[src/rtl/fifo_traffic_gen.sv]
// fifo_traffic_gen: LFSR-driven stimulus master and self-checker for a synchronous FIFO.
// Drives write/read ports within the flags and scores wr_ack, data_out, overflow and underflow.
module fifo_traffic_gen #(
  parameter int FIFO_WIDTH = 16,
  parameter int NUM_TXN = 64,
  parameter logic [15:0] SEED = 16'hACE1
) (
  input  logic                  clk,
  input  logic                  rst_n,
  input  logic                  start,
  input  logic [1:0]            mode,
  input  logic                  full,
  input  logic                  empty,
  input  logic                  wr_ack,
  input  logic                  overflow,
  input  logic                  underflow,
  input  logic [FIFO_WIDTH-1:0] data_out,
  output logic                  wr_en,
  output logic                  rd_en,
  output logic [FIFO_WIDTH-1:0] data_in,
  output logic                  busy,
  output logic                  done,
  output logic [15:0]           wr_count,
  output logic [15:0]           rd_count,
  output logic [15:0]           err_count
);
  typedef enum logic [1:0] {IDLE, RUN, FLUSH} state_t;
  localparam logic [15:0] N = 16'(NUM_TXN);
  localparam logic [15:0] N_LAST = 16'(NUM_TXN - 1);
  state_t state_q, state_d;
  logic [1:0] mode_q, mode_d;
  logic phase_q, phase_d;
  logic [15:0] wr_cnt_q, wr_cnt_d, rd_cnt_q, rd_cnt_d, err_q, err_d;
  logic [15:0] tx_q, tx_d, rx_q, rx_d, rnd_q, rnd_d;
  logic wr_pend_q, wr_pend_d, rd_pend_q, rd_pend_d, done_q, done_d;
  logic run, wr_room, want_wr, want_rd;
  logic [FIFO_WIDTH-1:0] tx_w, rx_w;
  logic [2:0] n_err;
  logic [16:0] err_sum;
  function automatic logic [15:0] lfsr_next(input logic [15:0] x);
    return {x[0] ^ x[2] ^ x[3] ^ x[5], x[15:1]};
  endfunction
  assign tx_w = FIFO_WIDTH'(tx_q);
  assign rx_w = FIFO_WIDTH'(rx_q);
  assign busy = state_q != IDLE;
  assign done = done_q;
  assign wr_count = wr_cnt_q;
  assign rd_count = rd_cnt_q;
  assign err_count = err_q;
  always_comb begin
    run = state_q == RUN;
    wr_room = wr_cnt_q < N;
    want_wr = mode_q == 2'd2 ? rnd_q[0] : mode_q == 2'd0 ? ~phase_q : 1'b1;
    want_rd = mode_q == 2'd2 ? rnd_q[1] : mode_q == 2'd0 ? phase_q : 1'b1;
    wr_en = rst_n & run & want_wr & ~full & wr_room;
    rd_en = rst_n & run & want_rd & ~empty;
    data_in = busy ? tx_w : '0;
  end
  // Every response is scored one cycle after its issue; flags are scored whenever busy.
  always_comb begin
    n_err = 3'(wr_pend_q & ~wr_ack) + 3'(rd_pend_q & (data_out != rx_w))
          + 3'(busy & overflow) + 3'(busy & underflow);
    err_sum = {1'b0, err_q} + 17'(n_err);
    state_d = state_q;
    mode_d = mode_q;
    phase_d = phase_q;
    wr_cnt_d = wr_cnt_q + 16'(wr_en);
    rd_cnt_d = rd_cnt_q + 16'(rd_en);
    err_d = err_sum[16] ? 16'hFFFF : err_sum[15:0];
    tx_d = wr_en ? lfsr_next(tx_q) : tx_q;
    rx_d = rd_pend_q ? lfsr_next(rx_q) : rx_q;
    rnd_d = run ? lfsr_next(rnd_q) : rnd_q;
    wr_pend_d = wr_en;
    rd_pend_d = rd_en;
    done_d = state_q == FLUSH;
    if (state_q == IDLE && start) begin
      state_d = RUN;
      mode_d = mode;
      phase_d = 1'b0;
      wr_cnt_d = '0;
      rd_cnt_d = '0;
      err_d = '0;
      tx_d = SEED;
      rx_d = SEED;
      rnd_d = ~SEED;
      wr_pend_d = 1'b0;
      rd_pend_d = 1'b0;
    end else if (run) begin
      // Fill/drain: switch to draining on full (or all words written), back to filling on empty.
      phase_d = phase_q ? ~(empty & wr_room) : (full | ~wr_room);
      state_d = rd_en && rd_cnt_q == N_LAST ? FLUSH : RUN;
    end else if (state_q == FLUSH) begin
      state_d = IDLE;
    end
  end
  always_ff @(posedge clk) begin
    if (!rst_n) begin
      state_q <= IDLE;
      mode_q <= 2'd0;
      phase_q <= 1'b0;
      wr_cnt_q <= '0;
      rd_cnt_q <= '0;
      err_q <= '0;
      tx_q <= SEED;
      rx_q <= SEED;
      rnd_q <= ~SEED;
      wr_pend_q <= 1'b0;
      rd_pend_q <= 1'b0;
      done_q <= 1'b0;
    end else begin
      state_q <= state_d;
      mode_q <= mode_d;
      phase_q <= phase_d;
      wr_cnt_q <= wr_cnt_d;
      rd_cnt_q <= rd_cnt_d;
      err_q <= err_d;
      tx_q <= tx_d;
      rx_q <= rx_d;
      rnd_q <= rnd_d;
      wr_pend_q <= wr_pend_d;
      rd_pend_q <= rd_pend_d;
      done_q <= done_d;
    end
  end
endmodule

[config.mk]
export PLATFORM = sky130hd
export DESIGN_NAME = fifo_traffic_gen
export DESIGN_NICKNAME = d
export VERILOG_FILES = /design/src/rtl/fifo_traffic_gen.sv
export SDC_FILE = /design/constraint.sdc
export NUM_CORES = 1
export LEC_CHECK = 0
export ABC_CLOCK_PERIOD_IN_PS = 8570
export BUFFER_PORTS_ARGS = -buffer_cell sky130_fd_sc_hd__buf_2
export CORE_ASPECT_RATIO = 0.5
export CORE_UTILIZATION = 25
export CTS_CLUSTER_DIAMETER = 200
export DETAILED_ROUTE_END_ITERATION = 16
export PLACE_DENSITY_LB_ADDON = 0.12
export SYNTH_ARGS = -nofsm -noshare
export SYNTH_HDL_FRONTEND = slang
export SYNTH_SLANG_ARGS = --single-unit
[constraint.sdc]
create_clock -name clk -period 8.57 [get_ports clk]
set_input_delay 1.2855 -clock clk [delete_from_list [all_inputs] [get_ports clk]]
set_output_delay 1.2855 -clock clk [all_outputs]
set_load 0.01 [all_outputs]
== Word level (Yosys, flattened, before mapping) ==
Cells that the tools add are included.

* Register bits: 104
* Input port bits: 26
* Output and inout port bits: 68
* Word-level logic and storage cells: 72

* $add $sub $neg: 6
* $lt $le $gt $ge: 1
* Equal/unequal tests: 5
* Mux-type cells: 11
* Bitwise operators: 28
* Reductions and logical operators: 8

{| class="wikitable"
|+ Operator list
! kind !! number
|-
| $add 16x1->16 || 2
|-
| $mux 16 || 2
|-
| $add 16x3->17 || 1
|-
| $eq 16x6->1 const B || 1
|-
| $lt 16x7->1 const B || 1
|-
| $ne 16x16->1 || 1
|-
| $and 1x1->1 || 10
|-
| $add 3x1->3 || 3
|-
| $xor 1x1->1 || 9
|-
| $mux 1 || 6
|-
| $mux 2 || 3
|-
| $not 1->1 || 6
|-
| $eq 2x2->1 const B || 2
|-
| $logic_not 2->1 || 2
|-
| $reduce_bool 2->1 || 2
|-
| $and 1x3->3 || 1
|-
| $not 1->3 || 1
|-
| $reduce_bool 3->1 || 1
|-
| $eq 2x1->1 const B || 1
|-
| $logic_and 1x1->1 || 2
|-
| $reduce_or 2->1 || 1
|-
| $or 1x1->1 || 1
|}

== Longest topological paths before layout ==
Gate-level depths: netlist of the first run.

* Depth after elaboration: 9
* Gate-level depth with buffers: 14
* Depth with buffers taken out: 12

== Worst setup path before layout of the first run ==
OpenSTA, ideal clock, no wires.

* Path type: input to register
* Start: input data_out[7]
* End: register err_q[13] (netlist: err_count[13])
* Setup time: 0.074 ns
* Arrival: 4.360 ns
* Required time: 8.496 ns
* Setup slack: 4.136 ns
* Cell stages on the path: 13
* Path buffers: 1
* Cell sequence: xnor2_1 > nand4_1 > o41a_1 > fa_1 > ha_1 > ha_1 > inv_1 > fa_1 > nor2b_1 > o2111a_1 > nand3_1 > clkbuf_1 > a31oi_1

* Cells in the longest elaborated chain, start to end: 7

{| class="wikitable"
|+ Ends and longest elaborated chain
! item !! RTL line !! source
|-
| from (decl) || 17 || <nowiki>input logic [FIFO_WIDTH-1:0] data_out,</nowiki>
|-
| $ne 16x16->1 || 61 || <nowiki>n_err = 3'(wr_pend_q & ~wr_ack) + 3'(rd_pend_q & (data_out != rx_w))</nowiki>
|-
| $and 1x1->1 || 61 ||
|-
| $add 3x1->3 || 61 ||
|-
| $add 3x1->3 (2 in series) || 62 || <nowiki>+ 3'(busy & overflow) + 3'(busy & underflow);</nowiki>
|-
| $add 16x3->17 || 63 || <nowiki>err_sum = {1'b0, err_q} + 17'(n_err);</nowiki>
|-
| $mux 16 || 69 || <nowiki>err_d = err_sum[16] ? 16'hFFFF : err_sum[15:0];</nowiki>
|-
| to (signal assigned) || 116 || <nowiki>err_q <= err_d;</nowiki>
|-
| to (decl) || 33 || <nowiki>logic [15:0] wr_cnt_q, wr_cnt_d, rd_cnt_q, rd_cnt_d, err_q, err_d;</nowiki>
|}

Every way passes these cells.
A chain may end at the register's enable or synchronous reset.

== Worst setup path after layout of the first run ==
* Start: input data_out[1]
* End: register err_q[2] (netlist: err_count[2])

Same word-level chain as after synthesis.

==> summary.md, run 1 <==
| Metric | Value |
|---|---|
| Slew Limit Fails | `0` |
| Die Wd | `197.4 um` |
| Die area | `19670 sq um` |
| Final TNS setup | `0 ns` |
| Avg WL per Cell | `13.72 um` |
| Clock skew | `0.009667 ns` |
| FILL cells | `2006` |
| Switching power | `0.2400 mW` |
| Period utilization | `0.5529` |
| Clk_lat worst skew | `0.35 ns` |
| CTS H-tree depth | `3` |
| Leakage | `2.305 nW` |
| Antenna violations before repair | `0` |
| RSZ-0062 raised after global routing | `no` |
| Placed Area | `5474 sq um` |
| Nets@finish | `636` |
| Busiest layer in global routing | `met2` |
| Synthesized area per cell | `9.318 sq um` |
| Port Buffers | `93` |
| Max clock buf depth | `2` |
| Clk slew on worst S/H paths | `0.06 ns` |
| Slew @ Worst Pin | `1.105 ns` |
| Final std cells w/o fill | `859` |
| Routed WL | `11790 um` |
| Post-DRT Antenna Nets | `0` |
| Synth top area cells | `dfxtp_1, mux2i_1, xnor2_1` |
| Post-CTS setup buffer count | `0` |
| CP Max Fanout | `13` |
| Post-synth EDFFs | `0` |
| Syn Nets | `552` |
| Gate power share | `0.089` |
| Met3 usage | `0.03900` |
| Class of the worst hold path | `reg2reg` |
| Starting Density | `0.2575` |
| Cells after synthesis | `512` |
| Worst path required time | `8.83 ns` |
| Synth Flop Type | `dfxtp_1` |
| Max-cap violations | `0` |
| I/O pin count | `94` |
| Startpoint type of the worst setup path | `primary input` |
| Die H | `99.68 um` |
| Largest net degree at the start of global routing | `57` |
| GP Congestion | `0.7215` |
| Cell variety after synth | `49` |
| Cts repair resizes | `0` |
| Sequential power share | `0.498` |
| Via Count | `3764` |
| # setup viols final | `0` |
| Register area share after synthesis | `0.4364` |
| Hold_buf cts | `0` |
| Antenna Cells | `0` |
| Root Driver | `clkbuf_16` |
| Critical path class | `in2reg` |
| Shortest period the worst path allows | `4.739 ns` |
| Post-DP HPWL | `8178 um` |
| # DRC | `0` |
| Final Hold Viols | `0` |
| Fraction of registers with async set/reset | `0` |
| Crit end category | `flop` |
| Post-route cell area | `5763 sq um` |
| Netlist Area Pre-Place | `4771 sq um` |
| Count of warnings emitted by yosys | `0` |
| TritonCTS clock tree | `done` |
| DR vias/cell | `4.382` |
| Cell Pwr Density | `173.5 nW/um^2` |
| Row Count | `35` |
| Switch share | `0.2400` |
| Max Fclk | `211.0 MHz` |
| Post-synthesis register bit count | `104` |
| Iter 0 DRT Violations | `106` |
| Synth area leader | `dfxtp_1` |
| Area growth syn-to-layout | `20.80%` |
| Peak VDD IR | `0.0001164 V` |
| Top cell type's share of synthesized area | `0.4364` |
| Most common cell after layout, fill and taps aside | `dfxtp_1` |
| GRT overflow | `0` |
| Core area | `18520 sq um` |
| Most frequent cells in the layout | `dfxtp_1, buf_2, nor2_1` |
| Internal | `0.7600 mW` |
| Dpl cells | `844` |
| 1st-pass router iterations | `4` |
| GRT Total Usage | `0.1237` |
| # clock sinks | `104` |
| First-pass GRT wire length | `19260 um` |
| M2 GR Usage | `0.1882` |
| Status | `finished clean` |
| Clk network pwr share | `0.413` |
| Vias in the first global route | `3639` |
| Max transition margin | `0.2566` |
| Met1 usage | `0.1705` |
| Layout cell share with drive strength beyond 1 | `0.1933` |
| Worst EP arrival | `5.00 ns` |
| Num CTS Buffers | `9` |
-- path summary, 6_finish.rpt --
path	startpoint	endpoint	slack, ns	depth (start not counted)
hold reg to reg	tx_q[1]	tx_q[1]	0.48	2
hold / removal	tx_q[1]	tx_q[1]	0.48	2
setup reg to reg	state_q[0]	err_count[2]	4.29	12
setup / recovery	data_out[1]	err_count[2]	3.83	13
-- area by class of cell --
| type | count | area (sq um) | area share |
|---|---|---|---|
| Multi-Input combinational cell | 372 | 2531 | 0.4392 |
| Clock inverter | 3 | 42.54 | 0.007382 |
| Timing Repair Buffer | 96 | 488.0 | 0.08467 |
| Clock buffer | 12 | 246.5 | 0.04277 |
| Inverter | 13 | 48.80 | 0.008467 |
| Sequential cell | 104 | 2082 | 0.3613 |
| Tap cell | 259 | 324.1 | 0.05623 |
-- power groups by stage --
stage / logic, mW / clock network (mW) / registers, mW
after floorplan: 0.0625 / 0 / 0.508
after global placement: 0.0903 / 0 / 0.509
after detailed placement: 0.0915 / 0 / 0.509
after CTS: 0.0917 / 0.433 / 0.498
after global routing: 0.0997 / 0.454 / 0.499
final: 0.0890 / 0.413 / 0.498
-- synthesized netlist by cell type (2+ instances only) --
cell	instances
nor2_1	52
dfxtp_1	104
o21ai_0	8
nor3_1	9
xnor2_1	46
o211ai_1	2
ha_1	12
a211oi_1	2
nor2b_1	21
a311oi_1	2
and2_1	5
nor4_1	10
a211o_1	3
and4_1	3
inv_1	13
a21boi_0	2
nand2_1	46
nor3b_1	2
mux2i_1	45
nand4_1	12
xor2_1	10
and3_1	9
nand3_1	18
fa_1	2
a31oi_1	3
o21a_1	3
or3_1	8
a21oi_1	21
buf_1	3
clkbuf_1	17
-- routing by layer --
metal	part of all wire	routed length (um)
met4	0.0076	90
met3	0.039	457
met2	0.44	5161
met1	0.52	6076
met5	0	0
-- cell families after synthesis --
| family | count (synthesis) | synth area share |
|---|---|---|
| AND/OR/NAND/NOR | 202 | 0.2143 |
| flip-flops | 104 | 0.4364 |
| XOR/XNOR | 56 | 0.1028 |
| AO/OA/AOI/OAI | 55 | 0.07868 |
| multiplexers | 45 | 0.09441 |
| buffers and inverters | 36 | 0.03357 |
| adder cells (fa/ha/maj) | 14 | 0.03986 |
-- through the flow --
stage / utilization / hold WS (ns) / setup slack [ns] / power [mW]
after detailed placement: 0.2955 / 0.4646 / 3.428 / 0.6009
after global routing: 0.3111 / 0.5002 / 3.490 / 1.053
after CTS: 0.3111 / 0.4813 / 3.800 / 1.022
after global placement: 0.2955 / 0.4562 / 3.566 / 0.5998
after floorplan: - / 0.4413 / 4.136 / 0.5704
final: 0.3111 / 0.4759 / 3.831 / 1.000
-- flip-flops by register name, summed over array words and instances (netlist names) --
| register | cells |
|---|---|
| mode_q | 2 |
| phase_q | 1 |
| wr_pend_q | 1 |
| done | 1 |
| err_count | 16 |
| tx_q | 16 |
| rd_count | 16 |
| state_q | 2 |
| wr_count | 16 |
| rnd_q | 16 |
| rd_pend_q | 1 |
| rx_q | 16 |
-- critical path, cell delays in order --
cell	delay [ns]
buf_2	0.10
xnor2_1	0.15
nand4_1	0.11
o41a_1	0.47
fa_1	0.47
ha_1	0.21
ha_1	0.29
inv_1	0.06
fa_1	0.42
nor2b_1	0.37
o2111a_1	0.32
nand3_1	0.45
a21oi_1	0.28
(Power assumes the default switching activity.)
==> inputs of run 2 (changes only) <==
Settings changed: ABC_CLOCK_PERIOD_IN_PS 8570 to 3850.
Clock period 8.57 ns to 3.85 ns, I/O delays scaled along.
==> summary.md, run 2 (synthesis results as in run 1) <==
| Metric | Value |
|---|---|
| Antenna violations before repair | `0 (unchanged)` |
| RSZ-0062 raised after global routing | `no` |
| Avg WL per Cell | `13.64 um (-0.59%)` |
| Post-DP HPWL | `8567 um (+4.8%)` |
| Most frequent cells in the layout | `dfxtp_1, buf_2, nor2_1` |
| Vias in the first global route | `3546 (-2.6%)` |
| Max-cap violations | `0 (unchanged)` |
| Shortest period the worst path allows | `3.482 ns` |
| Post-DRT Antenna Nets | `0 (unchanged)` |
| Antenna Cells | `0 (unchanged)` |
| # clock sinks | `104 (unchanged)` |
| CP Max Fanout | `4 (-9)` |
| Worst hold margin | `0.4730 ns (-0.002917 ns)` |
| Hold_buf cts | `0 (unchanged)` |
| 1st-pass router iterations | `4 (unchanged)` |
| Clock skew | `0.006558 ns (-0.003110 ns)` |
| DR vias/cell | `4.330 (-1.2%)` |
| Clk slew on worst S/H paths | `0.07 ns (about the same)` |
| Family with the most delay on the worst path | `adder cells` |
| GP Congestion | `0.7234 (+0.26%)` |
| # DRC | `0 (unchanged)` |
| Period utilization | `0.9044` |
| Peak VDD IR | `0.0002007 V (+72%)` |
| Slew @ Worst Pin | `0.7615 ns (-0.3434 ns)` |
| First-pass GRT wire length | `19050 um (-1.1%)` |
| Row Count | `35 (unchanged)` |
| Die area | `19670 sq um (unchanged)` |
| Routed WL | `11880 um (+0.80%)` |
| Port Buffers | `93 (unchanged)` |
| Max transition margin | `0.4923 (+0.2357)` |
| Starting Density | `0.2575 (unchanged)` |
| Nets@finish | `647 (+1.7%)` |
| GRT Total Usage | `0.1242 (+0.0004882)` |
| Critical path class | `reg2reg` |
| Root Driver | `clkbuf_16` |
| Cell Pwr Density | `386.0 nW/um^2 (+120%)` |
| I/O pin count | `94 (unchanged)` |
| Class of the worst hold path | `reg2reg` |
| Final std cells w/o fill | `871 (+1.4%)` |
| Clk_lat worst skew | `0.35 ns (about the same)` |
| Worst path required time | `4.11 ns (-4.72 ns)` |
| Final Util | `0.3166 (+0.005471)` |
| Worst EP arrival | `3.74 ns (-1.26 ns)` |
| Layout cell share with drive strength beyond 1 | `0.2124 (+0.01908)` |
| Iter 0 DRT Violations | `102 (-3.8%)` |
| Status | `finished clean` |
| Largest net degree at the start of global routing | `29 (-49%)` |
| Via Count | `3771 (+0.19%)` |
| CP max stage cell | `o41a_1` |
| Num CTS Buffers | `9 (unchanged)` |
| Slew Limit Fails | `0 (unchanged)` |
| Area growth syn-to-layout | `22.92%` |
| Startpoint type of the worst setup path | `flop` |
| Die Wd | `197.4 um (unchanged)` |
| Crit end category | `flop` |
| Final TNS setup | `0 ns (unchanged)` |
| WP buf/inv | `2 (unchanged)` |
| Max clock buf depth | `2 (unchanged)` |
| TritonCTS clock tree | `done` |
| Cts repair resizes | `0 (unchanged)` |
| Leakage | `2.357 nW (+2.3%)` |
| Cells along the critical path | `xnor2_1 -> nand4_1 -> o41a_1 -> fa_1 -> ha_1 -> ha_1 -> inv_1 -> fa_1 -> nor2b_1 -> o2111a_1 -> buf_4 -> a21oi_1 -> a311oi_1` |
| Die H | `99.68 um (unchanged)` |
| GRT overflow | `0 (unchanged)` |
| CTS H-tree depth | `3 (unchanged)` |
| # setup viols final | `0 (unchanged)` |
| Dpl cells | `855 (+1.3%)` |
| Post-CTS setup buffer count | `0 (unchanged)` |
| Final Hold Viols | `0 (unchanged)` |
| Worst path max stage delay | `0.47 ns (about the same)` |
| Core area | `18520 sq um (unchanged)` |
| Most common cell after layout, fill and taps aside | `dfxtp_1` |
| Max Fclk | `287.2 MHz` |
run 2: changes by cell type in the layout (fill, tap and decap cells not counted):
cell | previous run | this run
buf_4 | 3 | 14
clkinvlp_4 | 1 | 4
clkbuf_1 | 2 | 0
clkinv_2 | 1 | 0
clkinv_4 | 0 | 1
run 2: worst reg2reg max path: cells and delay by family, from the launching register on:
| kind | cells | cell delay [ns] |
|---|---|---|
| compound gates | 4 | 0.95 |
| xor+xnor | 1 | 0.14 |
| flops | 1 | 0.42 |
| buf+inv | 2 | 0.19 |
| fa+ha+maj | 4 | 1.40 |
| simple gates | 2 | 0.30 |
run 2: through the flow:
step                      instance area, sq um  power (mW)  setup slack, ns
after floorplan                           4771       1.270           0.1235
after global routing                      5864       2.386           0.1795
after global placement                    5557       1.344           0.1237
after detailed placement                  5557       1.344          0.06223
final                                     5864       2.263           0.3682
after CTS                                 5864       2.317           0.3229
run 2: report_power, final:
group | leakage, nW | switching (mW) | total, mW | internal, mW
registers | 0.841 | 0.0132 | 1.11 | 1.09
logic | 1.38 | 0.123 | 0.206 | 0.0832
clock network | 0.137 | 0.426 | 0.949 | 0.524
run 2: area by class of cell:
type	instances	area, sq um
Clock inverter	6	68.82
Inverter	13	48.80
Clock buffer	10	239.0
Fill cell	1958	12660
Multi-Input combinational cell	372	2531
Tap cell	259	324.1
Timing Repair Buffer	107	570.5
Sequential cell	104	2082
run 2: path summary, 6_finish.rpt:
| path | slack (ns) | from | cells after the start | to |
|---|---|---|---|---|
| worst max register to register | 0.37 | rx_q[3] | 13 | err_count[14] |
| worst max-delay path | 0.37 | rx_q[3] | 13 | err_count[14] |
| worst min register to register | 0.47 | tx_q[13] | 2 | tx_q[12] |
| worst min-delay path | 0.47 | tx_q[13] | 2 | tx_q[12] |
run 2: routing by layer:
layer	vias to the layer above	global-route usage	share of wire
met2	36	0.1866	0.44
met3	5	0.03798	0.029
li1	1952	-	-
met5	-	0	0
met1	1778	0.1722	0.52
met4	0	0.03041	0.0056
==> inputs of run 3 (changes only) <==
Settings changed: CORE_MARGIN from default to 5.
==> summary.md, run 3 (synthesis results as in run 1) <==
| Metric | Value |
|---|---|
| Pre-CTS setup slack | `0.04388 ns (-0.01835 ns)` |
| Area growth syn-to-layout | `23.24%` |
| Die Wd | `205.4 um (+4.1%)` |
| Leakage | `2.372 nW (+0.65%)` |
| Max Fclk | `287.2 MHz (about the same)` |
| Multi-input gate area | `2531 sq um (unchanged)` |
| Period utilization | `0.9045 (about the same)` |
| Core area | `18570 sq um (+0.24%)` |
| Critical path class | `reg2reg` |
| Final TNS setup | `0 ns (unchanged)` |
| # clock sinks | `104 (unchanged)` |
| Reg area | `2082 sq um (unchanged)` |
| HP Start | `rnd_q[9]` |
| Layout cell share with drive strength beyond 1 | `0.2108 (-0.001634)` |
| DR vias/cell | `4.383 (+1.2%)` |
| GRT overflow | `0 (unchanged)` |
| Via Count | `3818 (+1.2%)` |
| RR Startpoint | `rx_q[11]` |
| Most common cell after layout, fill and taps aside | `dfxtp_1` |
| Hold EP | `rnd_q[9]` |
| # setup viols final | `0 (unchanged)` |
| R2R cell count | `13 (unchanged)` |
| Worst EP arrival | `3.75 ns (about the same)` |
| Final Hold Viols | `0 (unchanged)` |
| Startpoint type of the worst setup path | `flop` |
| Max transition margin | `0.4559 (-0.03641)` |
| Worst r2r dst | `err_count[14]` |
| TritonCTS clock tree | `done` |
| Clk_lat worst skew | `0.35 ns (about the same)` |
| Worst path required time | `4.11 ns (about the same)` |
| Antenna violations before repair | `0 (unchanged)` |
| Post-DP HPWL | `8824 um (+3.0%)` |
| Post-DRT Antenna Nets | `0 (unchanged)` |
| RSZ-0062 raised after global routing | `no` |
| Cells along the critical path | `xnor2_1 -> nand4_1 -> o41a_1 -> fa_1 -> ha_1 -> ha_1 -> inv_1 -> fa_1 -> nor2b_1 -> o2111a_1 -> buf_4 -> a21oi_1 -> a311oi_1` |
| CP Max Fanout | `4 (unchanged)` |
| Die area | `22110 sq um (+12%)` |
| Class of the worst hold path | `reg2reg` |
| WP buf/inv | `2 (unchanged)` |
| Avg WL per Cell | `13.99 um (+2.6%)` |
| Row Count | `35 (unchanged)` |
| Peak VDD IR | `0.0002119 V (+5.6%)` |
| Slew @ Worst Pin | `0.8133 ns (+0.05173 ns)` |
| Clk slew on worst S/H paths | `0.07 ns (about the same)` |
| Max clock buf depth | `2 (unchanged)` |
| Iter 0 DRT Violations | `102 (unchanged)` |
| 1st-pass router iterations | `4 (unchanged)` |
| Num CTS Buffers | `9 (unchanged)` |
| Clock skew | `0.005673 ns (-0.0008845 ns)` |
| Post-CTS setup buffer count | `0 (unchanged)` |
| Setup ws final | `0.3676 ns (-0.0006450 ns)` |
| Family with the most delay on the worst path | `adder cells` |
| I/O pin count | `94 (unchanged)` |
| Nets@finish | `647 (unchanged)` |
| First-pass GRT wire length | `19960 um (+4.8%)` |
| # DRC | `0 (unchanged)` |
| Crit end category | `flop` |
| Port Buffers | `93 (unchanged)` |
| Status | `finished clean` |
| Starting Density | `0.2569 (-0.0006074)` |
| Max-cap violations | `0 (unchanged)` |
| Root Driver | `clkbuf_16` |
| Most frequent cells in the layout | `dfxtp_1, buf_2, nor2_1` |
| GRT Total Usage | `0.1131 (-0.01108)` |
| GP Congestion | `0.7345 (+1.5%)` |
| Vias in the first global route | `3695 (+4.2%)` |
| CTS H-tree depth | `3 (unchanged)` |
| Worst hold path depth | `2 (unchanged)` |
| R2R Setup Slk | `0.37 ns (about the same)` |
| CP max stage cell | `o41a_1` |
| Worst path max stage delay | `0.47 ns (about the same)` |
| Antenna Cells | `0 (unchanged)` |
| Die H | `107.7 um (+8.0%)` |
| Largest net degree at the start of global routing | `37 (+28%)` |
| Hold_buf cts | `0 (unchanged)` |
| Shortest period the worst path allows | `3.482 ns (+0.0006450 ns)` |
| Cell Pwr Density | `393.3 nW/um^2 (+1.9%)` |
| Slew Limit Fails | `0 (unchanged)` |
| Routed WL | `12180 um (+2.6%)` |
| Cts repair resizes | `0 (unchanged)` |
| FILL cells | `2002 (+2.2%)` |
-- run 3: cell count changes in the layout (fill, tap and decap cells not counted) --
cell / change
clkinv_4: -1
clkinvlp_4: -2
clkinv_2: +1
clkbuf_1: +1
bufinv_16: +1
-- run 3: stage by stage --
stage | utilization | hold WS (ns) | cells | total power, mW | instance area [sq um]
detailed placement | 0.2993 | 0.4621 | 855 | 1.342 | 5557
CTS | 0.3166 | 0.4768 | 871 | 2.358 | 5879
global route | 0.3166 | 0.5015 | 871 | 2.427 | 5879
finish | 0.3166 | 0.4717 | 871 | 2.313 | 5879
floorplan | - | 0.4413 | 512 | 1.270 | 4771
global placement | 0.2993 | 0.4597 | 855 | 1.342 | 5557
-- run 3: worst max-delay path by stage --
stage                            from             to  slack [ns]  cells after the start
after floorplan           data_out[7]  err_count[13]        0.12                     13
after global placement    data_out[7]  err_count[14]        0.11                     14
after detailed placement  data_out[7]  err_count[14]        0.04                     14
after CTS                    rx_q[11]  err_count[14]        0.34                     13
after global routing          rx_q[1]  err_count[13]        0.05                     13
final                        rx_q[11]  err_count[14]        0.37                     13
-- run 3: area by class of cell --
| type | count | area share |
|---|---|---|
| multi-input combinational | 372 | 0.4305 |
| tap | 259 | 0.05512 |
| inverter | 13 | 0.008300 |
| sequential | 104 | 0.3541 |
| clock inverter | 5 | 0.01362 |
| timing repair buffer | 107 | 0.09704 |
| clock buffer | 11 | 0.04129 |
-- run 3: tightest hold or removal path: cells and delay by family (launching register included) --
kind             cells  cell delay (ns)
AND/OR/NAND/NOR      1             0.06
multiplexers         1             0.06
flip-flops           1             0.33
-- run 3: per-layer routing --
| layer | up-vias | wire length [um] | track usage | share of wire |
|---|---|---|---|---|
| met5 | - | 0 | 0 | 0 |
| met4 | 0 | 132 | 0.02770 | 0.011 |
| met3 | 9 | 488 | 0.03703 | 0.040 |
| met2 | 57 | 5307 | 0.1707 | 0.44 |
| met1 | 1791 | 6255 | 0.1559 | 0.51 |
| li1 | 1961 | - | - | - |
-- run 3: report_power, final --
group / switching (mW) / internal, mW / leakage (nW)
sequential: 0.0136 / 1.09 / 0.841
clock: 0.414 / 0.587 / 0.152
combinational: 0.122 / 0.0816 / 1.38
total: 0.549 / 1.76 / 2.37
